==> config.mk <==
export PLATFORM = sky130hd
export DESIGN_NAME = uart_fifo
export DESIGN_NICKNAME = d
export VERILOG_FILES = /design/src/rtl/uart_fifo.sv
export SDC_FILE = /design/constraint.sdc
export NUM_CORES = 1
export LEC_CHECK = 0
export CAP_MARGIN = 20
export CELL_PAD_IN_SITES_DETAIL_PLACEMENT = 1
export CELL_PAD_IN_SITES_GLOBAL_PLACEMENT = 1
export CORE_MARGIN = 5
export CORE_UTILIZATION = 49
export CTS_CLUSTER_SIZE = 12
export DETAILED_ROUTE_END_ITERATION = 6
export HOLD_SLACK_MARGIN = 0.06
export PLACE_DENSITY_LB_ADDON = 0.1
export SYNTH_ARGS = -nofsm -noshare
export SYNTH_HDL_FRONTEND = slang
export SYNTH_SLANG_ARGS = --single-unit
export TNS_END_PERCENT = 100
==> constraint.sdc <==
create_clock -name clk -period 5.3 [get_ports clk]
set_input_delay 1.06 -clock clk [delete_from_list [all_inputs] [get_ports clk]]
set_output_delay 1.06 -clock clk [all_outputs]
set_load 0.01 [all_outputs]
==> src/rtl/uart_fifo.sv <==
// First-word-fall-through byte FIFO used on both sides of the UART loop-back path.
// Optional occupancy port `count` is built when UART_FIFO_COUNT_EN is defined.
module uart_fifo #(
    parameter int B = 8,
    parameter int W = 2
) (
    input  logic         clk,
    input  logic         reset_n,
    input  logic         rd,
    input  logic         wr,
    input  logic [B-1:0] w_data,
    output logic [B-1:0] r_data,
    output logic         empty,
    output logic         full
`ifdef UART_FIFO_COUNT_EN
    ,
    output logic [W:0]   count
`endif
);

    localparam int DEPTH = 1 << W;

    logic [B-1:0] mem_q [DEPTH];
    logic [W-1:0] w_ptr_q, w_ptr_d;
    logic [W-1:0] r_ptr_q, r_ptr_d;
    logic         empty_q, empty_d;
    logic         full_q, full_d;
    logic         wr_ok, rd_ok;

    // A write into a full FIFO is still taken when a pop frees the head slot in the same cycle.
    assign rd_ok = rd & ~empty_q;
    assign wr_ok = wr & (~full_q | rd_ok);

    always_comb begin
        w_ptr_d = w_ptr_q;
        r_ptr_d = r_ptr_q;
        empty_d = empty_q;
        full_d  = full_q;
        case ({wr_ok, rd_ok})
            2'b10: begin
                w_ptr_d = w_ptr_q + W'(1);
                empty_d = 1'b0;
                full_d  = ((w_ptr_q + W'(1)) == r_ptr_q);
            end
            2'b01: begin
                r_ptr_d = r_ptr_q + W'(1);
                full_d  = 1'b0;
                empty_d = ((r_ptr_q + W'(1)) == w_ptr_q);
            end
            2'b11: begin
                w_ptr_d = w_ptr_q + W'(1);
                r_ptr_d = r_ptr_q + W'(1);
            end
            default: ;
        endcase
    end

    always_ff @(posedge clk or negedge reset_n) begin
        if (!reset_n) begin
            w_ptr_q <= '0;
            r_ptr_q <= '0;
            empty_q <= 1'b1;
            full_q  <= 1'b0;
            for (int i = 0; i < DEPTH; i++) begin
                mem_q[i] <= '0;
            end
        end else begin
            w_ptr_q <= w_ptr_d;
            r_ptr_q <= r_ptr_d;
            empty_q <= empty_d;
            full_q  <= full_d;
            if (wr_ok) begin
                mem_q[w_ptr_q] <= w_data;
            end
        end
    end

    assign r_data = mem_q[r_ptr_q];
    assign empty  = empty_q;
    assign full   = full_q;

`ifdef UART_FIFO_COUNT_EN
    logic [W:0] count_q, count_d;

    always_comb begin
        count_d = count_q;
        case ({wr_ok, rd_ok})
            2'b10:   count_d = count_q + (W+1)'(1);
            2'b01:   count_d = count_q - (W+1)'(1);
            default: ;
        endcase
    end

    always_ff @(posedge clk or negedge reset_n) begin
        if (!reset_n) begin
            count_q <= '0;
        end else begin
            count_q <= count_d;
        end
    end

    assign count = count_q;
`endif

endmodule

; ---- After elaboration in Yosys (flattened, before gate mapping)
; Cells that the tools add are included.
[totals]
register_bits = 38
input_bits = 12
word_cells = 37
[op_classes]
n_addsub = 2
magnitude_cmp = 3
eq_ne = 5
n_mux = 8
n_bitwise = 7
reduce_logical = 4
[ops]
columns = op, n
row1 = $bwmux 32, 1
row2 = $mux 8, 3
row3 = $bmux 8 s2, 1
row4 = $demux 8 s2, 1
row5 = $ge 3x3->1 const B, 2
row6 = $not 2->3, 2
row7 = $add 2x1->2 const B, 2
row8 = $eq 2x2->1, 2
row9 = $eq 2x2->1 const B, 2
row10 = $pmux 1 s2, 2
row11 = $reduce_or 2->1, 2
row12 = $lt 3x1->1 const B, 1
row13 = $and 1x1->1, 2
row14 = $eq 2x1->1 const B, 1
row15 = $not 1->1, 2
row16 = $reduce_bool 2->1, 1
row17 = $logic_and 1x1->1, 1
row18 = $or 1x1->1, 1

; ---- Longest topological paths before layout
; Gate-level depths: netlist of run 1.
[logic_depth]
word_depth = 6
mapped_depth = 7

; ---- Worst setup path after synthesis of run 1
; OpenSTA, ideal clock, no wires.
[synth_path]
path_type = in2reg
from = input rd
to = register w_ptr_q[1]
setup_time_ps = 125
t_arrival_ps = 2164
required_ps = 5175
path_slack_ps = 3011
cell_stages = 7
cell_sequence = nand2b_4 buf_6 nand2_1 and2_1 ha_1 nor2_1 mux2_2
[synth_between]
elab_chain_len = 5
word_cells_on_any_way = 6
cone_classes = eq/ne: 2 / bitwise: 3 / reduce/logical: 1
[synth_lines]
columns = item, line
row1 = "start, declared", 9  ; input logic rd,
row2 = $and 1x1->1 (*), 31  ; assign rd_ok = rd & ~empty_q;
row3 = $or 1x1->1, 32  ; assign wr_ok = wr & (~full_q | rd_ok);
row4 = $and 1x1->1, 32
row5 = $eq 2x2->1, 39  ; case ({wr_ok, rd_ok})
row6 = $reduce_or 2->1 (no source line) (*), --
row7 = "end signal, assigned", 68  ; w_ptr_q <= w_ptr_d;
row8 = "end, declared", 24  ; logic [W-1:0] w_ptr_q, w_ptr_d;
; Every way passes the cells marked *; elsewhere a longest branch is shown, timed or not.
; A chain may end at the register's enable or synchronous reset.

; ---- Worst setup path after layout of run 1
[layout_path]
from = register r_ptr_q[0]
to = output r_data[5]
[layout_between]
elab_chain_len = 4
[layout_lines]
columns = item, line
row1 = "start, declared", 25  ; logic [W-1:0] r_ptr_q, r_ptr_d;
row2 = "start signal, assigned", 69  ; r_ptr_q <= r_ptr_d;
row3 = $not 2->3 (implied by the code), 78  ; assign r_data = mem_q[r_ptr_q];
row4 = $bmux 8 s2, 78
row5 = $mux 8 (implied by the code) (2 in a row), 78
row6 = "end, declared", 12  ; output logic [B-1:0] r_data,
; No other way between the ends. The select of a mux whose other input is x is not followed.

==> metrics.md, run 1 <==
| Metric | Value |
|---|---|
| Fmax | approximately 0.31 GHz |
| Largest net degree at the start of global routing | 39 |
| Number of endpoints with negative hold slack in the final report | 0 |
| Clock period minus worst slack | about 3200 ps |
| Clock tree buffer depth | 2 |
| Clk Latency, worst-skew pair | 290 ps |
| Post-CTS Repair Setup Buffers | 0 |
| Final routed DRC violation total | 0 |
| Clock sinks | 38 |
| Hold Slack | between 500 and 600 ps |
| Most common cell after layout, fill and taps aside | sky130_fd_sc_hd__dfrtp_1 |
| Area overhead of the layout relative to synthesis | 18.6% |
| Kind of cell adding the most delay to the critical path | flip-flops |
| Critical path buffers and inverters | 1 |
| Critical path cell sequence | mux4_2 -> clkdlybuf4s50_1 |
| Detail-routed net length per standard cell | around 18 um |
| Number of antenna-violating nets in the routed design | 0 |
| Instance count of the mapped netlist | 121 |
| Worst min-delay path class | reg2reg |
| # hold bufs at CTS | 0 |
| Total clock buffers created by CTS | 5 |
| Detailed placer's ending HPWL | about 2400 um |
| Number of gates given a new drive strength after cts | 0 |
| Run status | completed |
| Wire length of the first global-routing pass | 6130 um |
| Largest voltage drop on the vdd net | 0.000290 V |
| Arrival time at the worst endpoint | between 2000 and 2500 ps |
| Total number of vias | approximately 1100 |
| Crit path kind | reg2out |
| Measured slew at the worst slew-check pin | 679 ps |
| Clock tree from TritonCTS | yes |
| Unrepaired setup endpoints after global routing | false |
| Power density cells | about 630 nW/um^2 |
| Number of pins with negative max-slew slack in the final report | 0 |
| Post-Synthesis Cell Area | ~1800 um^2 |
| CP Launch Type | register |
| Largest cells by area after synthesis | sky130_fd_sc_hd__dfrtp_1, sky130_fd_sc_hd__mux2_2, sky130_fd_sc_hd__mux4_2 |
| Summed negative setup slack over all endpoints | 0 ps |
| Syn Nets | 140 |
| Post-synthesis register bit count | 38 |
| Share of cells above drive strength 1 | 38.1% |
| Final core occ | about three fifths |
| Cell leakage power | 0.898 nW |
| Commonest non-fill, non-tap cells in the layout | sky130_fd_sc_hd__dfrtp_1, sky130_fd_sc_hd__mux2_2, sky130_fd_sc_hd__clkdlybuf4s50_1, sky130_fd_sc_hd__nand2_1, sky130_fd_sc_hd__mux4_2 |
| Initial Utilization | 50.4% |
| Final number of setup-violating endpoints | 0 |
| Worst clock skew | ~2.4 ps |
| Seq/Total Area, Yosys | ~52% |
| Cell area after layout | between 2000 and 2500 um^2 |
| Fill cell count | 350 |
| Standard-cell row count | 22 |
| GR Overflow Total | 0 |
| Total placed instance area | around 2100 um^2 |
| Peak fanout along the critical path | 12 |
| Die height | slightly above 70 um |
| Total of warnings raised by yosys | 0 |
| Vias per cell | roughly 5.4 |
| Number of levels in the clock H-tree | 2 |
| Yosys cell types | 22 |
| Number of DRC markers in iteration 0 | 33 |
| Initial antenna violation count | 0 |
| Critical-path cell with the highest stage delay | sky130_fd_sc_hd__dfrtp_1 |
| Total routing resource utilization after global routing | 16.1% |
| Post-synth top area cell | sky130_fd_sc_hd__dfrtp_1 |
| Core footprint | between 3000 and 4000 um^2 |
| Horizontal extent of the die | ~70 um |
| Required @ worst endpoint | around 4200 ps |
| Worst setup path startpoint | r_ptr_q[0] |
| Element type at the critical path end | output port |
| Share of the synthesized area in the top cell type | between 50% and 60% |
| Antenna fix cells | 0 |
| Slew Limit Headroom | 54.8% |
| Cell at the root of the clock tree | sky130_fd_sc_hd__clkbuf_8 |
| Maxcap violations | 0 |
| Number of iterations in the first detailed-routing pass | 3 |
| Share of the clock period used by the worst path after layout | 61.0% |
| Mean post-synth cell area | 15.3 um^2 |
| Clock transition at the registers of the reported paths | 70 ps |
| Number of nets in the layout | 165 |
| Crit path largest cell delay | 780 ps |
| Post-Route WL | roughly 3500 um |
| R2R Setup Slk | around 3400 ps |
| Vias in the first global route | between 1000 and 1500 |
| Critical register-to-register path startpoint | empty |
| Startpoint of the tightest hold check path | empty |
| Port bufs | 21 |
| Gpl congestion | about 0.77 |
| Area of the die | 5090 um^2 |
| Ports | 22 |
## per-layer routing
layer | global-route usage, % | up-vias | wire, um
met2 | 25.6 | 17 | 1790
li1 | - | 479 | -
met3 | 5.61 | 8 | 150
met4 | 6.89 | 0 | 69
met5 | 0 | - | 0
met1 | 19.8 | 547 | 1480
## cell type report
cell class              instances  area (um^2)  area share (%)
well taps                      48         60.1            2.74
inverters                       3         11.3           0.514
clock buffers                   6         82.6            3.77
clock inverters                 2         12.5           0.571
repair buffers                 22          218            9.94
multi-input cells              76          853            39.0
flip-flops and latches         38          952            43.5
## Yosys cell counts (all sizes together)
| cell | n |
|---|---|
| mux2 | 33 |
| dfstp | 1 |
| nor2b | 1 |
| and2b | 1 |
| buf | 4 |
| and2 | 1 |
| nor2 | 2 |
| o41ai | 1 |
| xnor2 | 4 |
| mux2i | 1 |
| inv | 3 |
| nand2b | 2 |
| o21ai | 1 |
| mux4 | 8 |
| nand2 | 9 |
| ha | 7 |
| a21oi | 4 |
| dfrtp | 37 |
| xor2 | 1 |
## state kept, by name, summed over array words and instances, names as in the netlist
| signal | cells |
|---|---|
| empty | 1 |
| w_ptr_q | 2 |
| mem_q | 32 |
| full | 1 |
| r_ptr_q | 2 |
## logic make-up (layout without fill, tap and decap cells)
logic type,after synthesis,count (layout),share of synthesized area [%]
xor gates and xnor gates,5,5,2.37
AOI/OAI and AO/OA,6,6,4.27
adders and majority gates,7,7,4.75
DFF,38,38,51.6
buffers and inverters,7,33,2.17
muxes,42,42,30.4
and+or+nand+nor,16,16,4.41
## path summary, 6_finish.rpt
| path | end | depth (start not counted) |
|---|---|---|
| worst min register to register | empty | 2 |
| max in group asynchronous | empty | 2 |
| worst max register to register | w_ptr_q[1] | 6 |
| worst min-delay path | empty | 2 |
| min in group asynchronous | mem_q[30] | 2 |
| worst max-delay path | r_data[5] | 2 |
## power breakdown
part,switching [mW],internal [mW],total [mW]
Sequential,0.127,0.438,0.566
Combinational,0.212,0.398,0.610
Clock,0.103,0.104,0.207
## stage by stage
step,cells,setup WS [ps],power (mW)
2_1_floorplan,121,3010,0.962
3_3_place_gp,187,2360,1.17
3_5_place_dp,187,2370,1.19
4_1_cts,195,2030,1.41
5_1_grt,195,1930,1.48
6_report,195,2070,1.38
## worst register-to-register path: stages, from the launching register on
cell and delay [ps]:
sky130_fd_sc_hd__dfstp_2 540, sky130_fd_sc_hd__nand2b_4 230, sky130_fd_sc_hd__nand2_1 100, sky130_fd_sc_hd__and2_1 210, sky130_fd_sc_hd__ha_1 180, sky130_fd_sc_hd__nor2_1 180
sky130_fd_sc_hd__mux2_2 350
Note: power is estimated with default switching activity, not from simulation.
==> run 2: changes to the inputs <==
--- a/config.mk
+++ b/config.mk
@@ -9,7 +9,7 @@
 export CELL_PAD_IN_SITES_DETAIL_PLACEMENT = 1
 export CELL_PAD_IN_SITES_GLOBAL_PLACEMENT = 1
 export CORE_MARGIN = 5
-export CORE_UTILIZATION = 49
+export CORE_UTILIZATION = 46
 export CTS_CLUSTER_SIZE = 12
 export DETAILED_ROUTE_END_ITERATION = 6
 export HOLD_SLACK_MARGIN = 0.06
==> constraint.sdc (replaced) <==
create_clock -name clk -period 3.04 [get_ports clk]
set_input_delay 0.608 -clock clk [delete_from_list [all_inputs] [get_ports clk]]
set_output_delay 0.608 -clock clk [all_outputs]
set_load 0.01 [all_outputs]
==> metrics.md, run 2 (synthesis results as in run 1) <==
| Metric | Value |
|---|---|
| Final routed DRC violation total | 0 (unchanged) |
| Clock tree from TritonCTS | yes |
| Portion of total power attributed to sequential cells | 38.1% (-2.8 points) |
| Core footprint | 3940 um^2 (+7.7%) |
| Total placed instance area | 2100 um^2 (+0.12%) |
| Clk Latency, worst-skew pair | 290 ps (about the same) |
| Number of pins with negative max-slew slack in the final report | 0 (unchanged) |
| Post-placement worst setup slack | 567 ps (-1800 ps) |
| Cell area after layout | 2240 um^2 (+2.3%) |
| Fill cell count | 363 (+3.7%) |
| Wire length of the first global-routing pass | 6290 um (+2.6%) |
| Vias in the first global route | 1189 (-1.0%) |
| Comb pwr share | 41.3% (-2.8 points) |
| Worst clock skew | 4.46 ps (+2.11 ps) |
| Crit path kind | reg2out |
| Ports | 22 (unchanged) |
| Number of levels in the clock H-tree | 2 (unchanged) |
| Net Switching | 0.794 mW (+79%) |
| Post-Route WL | 3660 um (+4.7%) |
| Worst setup slack after layout | 279 ps (-1790 ps) |
| CP Launch Type | register |
| Number of gates given a new drive strength after cts | 0 (unchanged) |
| Clock sinks | 38 (unchanged) |
| FF-to-FF path depth | 5 (-1) |
| Power density cells | 1160 nW/um^2 (+84%) |
| Final number of setup-violating endpoints | 0 (unchanged) |
| Standard-cell row count | 23 (+4.5%) |
| Reg area | 952 um^2 (unchanged) |
| Total routing resource utilization after global routing | 15.8% (-0.26 points) |
| Total clock buffers created by CTS | 5 (unchanged) |
| Final total power | 2.60 mW (+88%) |
| Biggest regs | mem_q: 32 flops, r_ptr_q: 2 flops, w_ptr_q: 2 flops |
| Slew Limit Headroom | 56.5% (+1.7 points) |
| Startpoint of the tightest hold check path | mem_q[5] |
| Clock power share | 20.6% (+5.6 points) |
| Endpoint of the worst setup timing path | r_data[6] |
| Share of the clock period used by the worst path after layout | between 90% and 100% |
| Total number of vias | 1055 (+0.38%) |
| R2R Setup Slk | 1110 ps (-2290 ps) |
| Worst flop-to-flop path endpoint | full |
| Internal | 1.81 mW (+92%) |
| Most common cell after layout, fill and taps aside | sky130_fd_sc_hd__dfrtp_1 |
| Clock tree buffer depth | 2 (unchanged) |
| Horizontal extent of the die | 73.3 um (+2.8%) |
| Commonest non-fill, non-tap cells in the layout | sky130_fd_sc_hd__dfrtp_1, sky130_fd_sc_hd__mux2_2, sky130_fd_sc_hd__clkdlybuf4s50_1, sky130_fd_sc_hd__nand2_1, sky130_fd_sc_hd__mux4_2 |
| Unrepaired setup endpoints after global routing | false |
| # hold bufs at CTS | 0 (unchanged) |
| Vias per cell | 5.36 (-0.64%) |
| Number of nets in the layout | 165 (unchanged) |
| Initial Utilization | 46.8% (-3.6 points) |
| Measured slew at the worst slew-check pin | 653 ps (-25.5 ps) |
| Clock transition at the registers of the reported paths | 70 ps (about the same) |
| Peak fanout along the critical path | 12 (unchanged) |
| Flip-flop count of the largest register after layout | 32 (unchanged) |
| Arrival time at the worst endpoint | 2150 ps (-20 ps) |
| Detail-routed net length per standard cell | 18.6 um (+3.7%) |
| Clock period minus worst slack | around 2800 ps |
| Element type at the critical path end | output port |
| Cell leakage power | 0.922 nW (+2.7%) |
| Area of the die | 5380 um^2 (+5.6%) |
| Top register by number of flip-flops | mem_q |
| Final core occ | 56.8% (-3.0 points) |
| Fmax | 0.362 GHz |
| Maxcap violations | 0 (unchanged) |
| Run status | completed |
| Area overhead of the layout relative to synthesis | 21.4% |
| Number of antenna-violating nets in the routed design | 0 (unchanged) |
| Switching Fraction | 30.5% (-1.5 points) |
| GR Overflow Total | 0 (unchanged) |
| Number of iterations in the first detailed-routing pass | 4 (+1) |
| Largest voltage drop on the vdd net | 0.000490 V (+69%) |
| Initial antenna violation count | 0 (unchanged) |
| Gpl congestion | 0.782 (+1.3%) |
| Summed negative setup slack over all endpoints | 0 ps (unchanged) |
| Area occupied by multi-input gates | 853 um^2 (unchanged) |
| Share of cells above drive strength 1 | 38.1% (unchanged) |
| Die height | 73.3 um (+2.8%) |
| Worst setup path startpoint | r_ptr_q[0] |
| Largest net degree at the start of global routing | 39 (unchanged) |
| Required @ worst endpoint | 2430 ps (-1810 ps) |
| Port bufs | 21 (unchanged) |
| Detailed placer's ending HPWL | 2580 um (+7.4%) |
| Cell at the root of the clock tree | sky130_fd_sc_hd__clkbuf_8 |
| Post-CTS Repair Setup Buffers | 0 (unchanged) |
| Number of endpoints with negative hold slack in the final report | 0 (unchanged) |
| Worst min-delay path class | reg2reg |
| Antenna fix cells | 0 (unchanged) |
| Critical register-to-register path startpoint | empty |
| Number of DRC markers in iteration 0 | 54 (+64%) |
run 2: cell types whose count changed in the layout (fill, tap and decap cells not counted), sizes merged:
cell,delta
bufinv,+2
clkinvlp,-1
clkinv,-1
run 2: worst max-delay path, cell delays in order (launching register included):
cell,delay [ps]
sky130_fd_sc_hd__dfrtp_1,760
sky130_fd_sc_hd__mux4_2,600
sky130_fd_sc_hd__clkdlybuf4s50_1,500
run 2: worst min path at each step:
stage,slack [ps],to,cells after the start
final,510,mem_q[5],1
after global routing,520,mem_q[21],1
after CTS,510,mem_q[5],1
after detailed placement,490,mem_q[26],1
after global placement,480,mem_q[8],1
after floorplan,310,full,0
run 2: layout make-up:
| cell class | instances | area share, % |
|---|---|---|
| Timing Repair Buffer | 22 | 9.72 |
| Tap cell | 50 | 2.79 |
| Clock buffer | 6 | 3.69 |
| Clock inverter | 2 | 2.68 |
| Inverter | 3 | 0.503 |
| Multi-Input combinational cell | 76 | 38.1 |
| Sequential cell | 38 | 42.5 |
run 2: power by group through the flow:
stage               registers [mW]  clock network [mW]  logic, mW
floorplan                    0.874                   0      0.803
CTS                          0.999               0.547       1.09
global route                  1.03               0.569       1.17
global placement             0.980                   0       1.06
finish                       0.992               0.536       1.07
detailed placement            1.00                   0       1.09
run 2: per-stage QoR:
| stage | std cells | hold slack [ps] |
|---|---|---|
| floorplan | 121 | 312 |
| global placement | 189 | 483 |
| detailed placement | 189 | 495 |
| CTS | 197 | 512 |
| global route | 197 | 521 |
| finish | 197 | 510 |
run 2: layer usage:
metal	share of wire (%)	wire length, um	vias up	GRT usage [%]
li1	-	-	478	-
met1	41	1490	554	19.3
met2	54	1960	16	27.1
met3	4.0	145	7	4.10
met4	1.6	57	0	5.43
met5	0	0	-	0
==> run 3: changes to the inputs <==
--- a/config.mk
+++ b/config.mk
@@ -14,6 +14,7 @@
 export DETAILED_ROUTE_END_ITERATION = 6
 export HOLD_SLACK_MARGIN = 0.06
 export PLACE_DENSITY_LB_ADDON = 0.1
+export REMOVE_ABC_BUFFERS = 1
 export SYNTH_ARGS = -nofsm -noshare
 export SYNTH_HDL_FRONTEND = slang
 export SYNTH_SLANG_ARGS = --single-unit
==> metrics.md, run 3 (synthesis results as in run 1) <==
| Metric | Value |
|---|---|
| Wire length of the first global-routing pass | 6300 um (+0.22%) |
| Clock tree from TritonCTS | yes |
| Clock transition at the registers of the reported paths | 70 ps (about the same) |
| Detailed placer's ending HPWL | 2480 um (-3.9%) |
| Element type at the critical path end | output port |
| Crit path kind | reg2out |
| Arrival time at the worst endpoint | 2110 ps (-40 ps) |
| Measured slew at the worst slew-check pin | 618 ps (-35.0 ps) |
| Hold Slack | 493 ps (-17.1 ps) |
| Fill cell count | 367 (+1.1%) |
| Area of the die | 5380 um^2 (unchanged) |
| Commonest non-fill, non-tap cells in the layout | sky130_fd_sc_hd__dfrtp_1, sky130_fd_sc_hd__mux2_2, sky130_fd_sc_hd__clkdlybuf4s50_1, sky130_fd_sc_hd__nand2_1, sky130_fd_sc_hd__mux4_2 |
| Clock period minus worst slack | 2720 ps (-42.4 ps) |
| Fmax | 0.368 GHz (+1.6%) |
| Share of the clock period used by the worst path after layout | 89.4% (-1.4 points) |
| Worst clock skew | 7.31 ps (+2.85 ps) |
| Horizontal extent of the die | 73.3 um (unchanged) |
| Largest voltage drop on the vdd net | 0.000461 V (-5.9%) |
| Cell at the root of the clock tree | sky130_fd_sc_hd__clkbuf_8 |
| Final total power | 2.51 mW (-3.7%) |
| Power density cells | 1130 nW/um^2 (-2.7%) |
| Clk Latency, worst-skew pair | 290 ps (about the same) |
| Required @ worst endpoint | 2430 ps (about the same) |
| Biggest regs | mem_q: 32 flops, r_ptr_q: 2 flops, w_ptr_q: 2 flops |
| Net Switching | 0.776 mW (-2.2%) |
| Internal | 1.73 mW (-4.4%) |
| Die height | 73.3 um (unchanged) |
| Count of placed standard cells including taps | 190 (+0.53%) |
| Antenna fix cells | 0 (unchanged) |
| Final routed DRC violation total | 0 (unchanged) |
| Post-Layout Cell Count | 197 (unchanged) |
| Initial antenna violation count | 0 (unchanged) |
| # hold bufs at CTS | 0 (unchanged) |
| Post-Route WL | 3640 um (-0.33%) |
| Peak fanout along the critical path | 9 (-3) |
| Critical-path cell with the highest stage delay | sky130_fd_sc_hd__dfrtp_1 |
| Cell leakage power | 0.913 nW (-1.0%) |
| Number of iterations in the first detailed-routing pass | 4 (unchanged) |
| Vias per cell | 5.29 (-1.2%) |
| Comb pwr share | 43.3% (+2.0 points) |
| Run status | completed |
| Total routing resource utilization after global routing | 16.1% (+0.30 points) |
| Post-CTS Repair Setup Buffers | 0 (unchanged) |
| Worst min-delay path class | reg2reg |
| Total clock buffers created by CTS | 5 (unchanged) |
| Number of pins with negative max-slew slack in the final report | 0 (unchanged) |
| Port bufs | 21 (unchanged) |
| Largest net degree at the start of global routing | 39 (unchanged) |
| Flip-flop count of the largest register after layout | 32 (unchanged) |
| Number of gates given a new drive strength after cts | 0 (unchanged) |
| Detail-routed net length per standard cell | 18.5 um (-0.33%) |
| CP Launch Type | register |
| Crit path largest cell delay | 730 ps (-30 ps) |
| Most common cell after layout, fill and taps aside | sky130_fd_sc_hd__dfrtp_1 |
| Standard-cell row count | 23 (unchanged) |
| Maxcap violations | 0 (unchanged) |
| Switching Fraction | 31.0% (+0.49 points) |
| Total number of vias | 1042 (-1.2%) |
| Number of antenna-violating nets in the routed design | 0 (unchanged) |
| Summed negative setup slack over all endpoints | 0 ps (unchanged) |
| Area overhead of the layout relative to synthesis | 20.1% |
| GR Overflow Total | 0 (unchanged) |
| Critical path cell sequence | mux4_2 -> clkdlybuf4s50_1 |
| Unrepaired setup endpoints after global routing | false |
| Number of levels in the clock H-tree | 2 (unchanged) |
| Vias in the first global route | 1222 (+2.8%) |
| Initial Utilization | 46.8% (unchanged) |
| Core footprint | 3940 um^2 (unchanged) |
| Clock power share | 17.2% (-3.4 points) |
| Number of DRC markers in iteration 0 | 33 (-39%) |
| Clock sinks | 38 (unchanged) |
| Gpl congestion | 0.743 (-5.0%) |
| Top register by number of flip-flops | mem_q |
| Portion of total power attributed to sequential cells | 39.5% (+1.4 points) |
| Slew Limit Headroom | 58.8% (+2.3 points) |
| Ports | 22 (unchanged) |
| Number of endpoints with negative hold slack in the final report | 0 (unchanged) |
| Clock tree buffer depth | 2 (unchanged) |
| Final number of setup-violating endpoints | 0 (unchanged) |
| Number of nets in the layout | 166 (+0.61%) |
| Share of cells above drive strength 1 | 38.1% (unchanged) |
==> run 3: through the flow <==
step                      utilization [%]  setup WS (ps)  area [um^2]
final                                56.2            322         2220
after global routing                 56.2            201         2220
after CTS                            56.2            246         2220
after detailed placement             53.4            595         2100
after global placement               53.4            644         2100
after floorplan                         -           1200         1820
==> run 3: final timing paths <==
path / from / endpoint / slack (ps) / cells past startpoint
min reg2reg: empty / empty / 490 / 2
min in group asynchronous: reset_n / mem_q[24] / 750 / 2
max: r_ptr_q[0] / r_data[4] / 320 / 2
max in group asynchronous: reset_n / empty / 1940 / 2
max reg2reg: empty / w_ptr_q[1] / 1100 / 6
min: empty / empty / 490 / 2
==> run 3: layout make-up <==
class                      count  area (um^2)  share of cell area, %
tap                           50         62.6                   2.82
clock inverter                 1         30.0                   1.35
sequential                    38          952                   42.9
clock buffer                   6         82.6                   3.72
timing repair buffer          23          225                   10.2
inverter                       3         11.3                  0.508
multi-input combinational     76          853                   38.5
==> run 3: power by group through the flow <==
stage	sequential (mW)	clock (mW)	combinational, mW
after floorplan	0.927	0	0.723
after global placement	0.978	0	1.07
after detailed placement	1.00	0	1.10
after CTS	0.997	0.450	1.11
after global routing	1.03	0.471	1.18
final	0.989	0.432	1.09
==> run 3: routing by layer <==
| layer | GRT usage, % | routed length, um | vias to the layer above |
|---|---|---|---|
| li1 | - | - | 482 |
| met1 | 19.5 | 1520 | 537 |
| met2 | 26.8 | 1880 | 19 |
| met3 | 5.20 | 189 | 4 |
| met4 | 6.04 | 59 | 0 |
| met5 | 0 | 0 | - |
==> run 3: worst max-delay path, delay by kind of cell, from the launching register on <==
kind	cells	cell delay [ps]
flip-flops	1	730
multiplexers	1	590
buffers and inverters	1	500
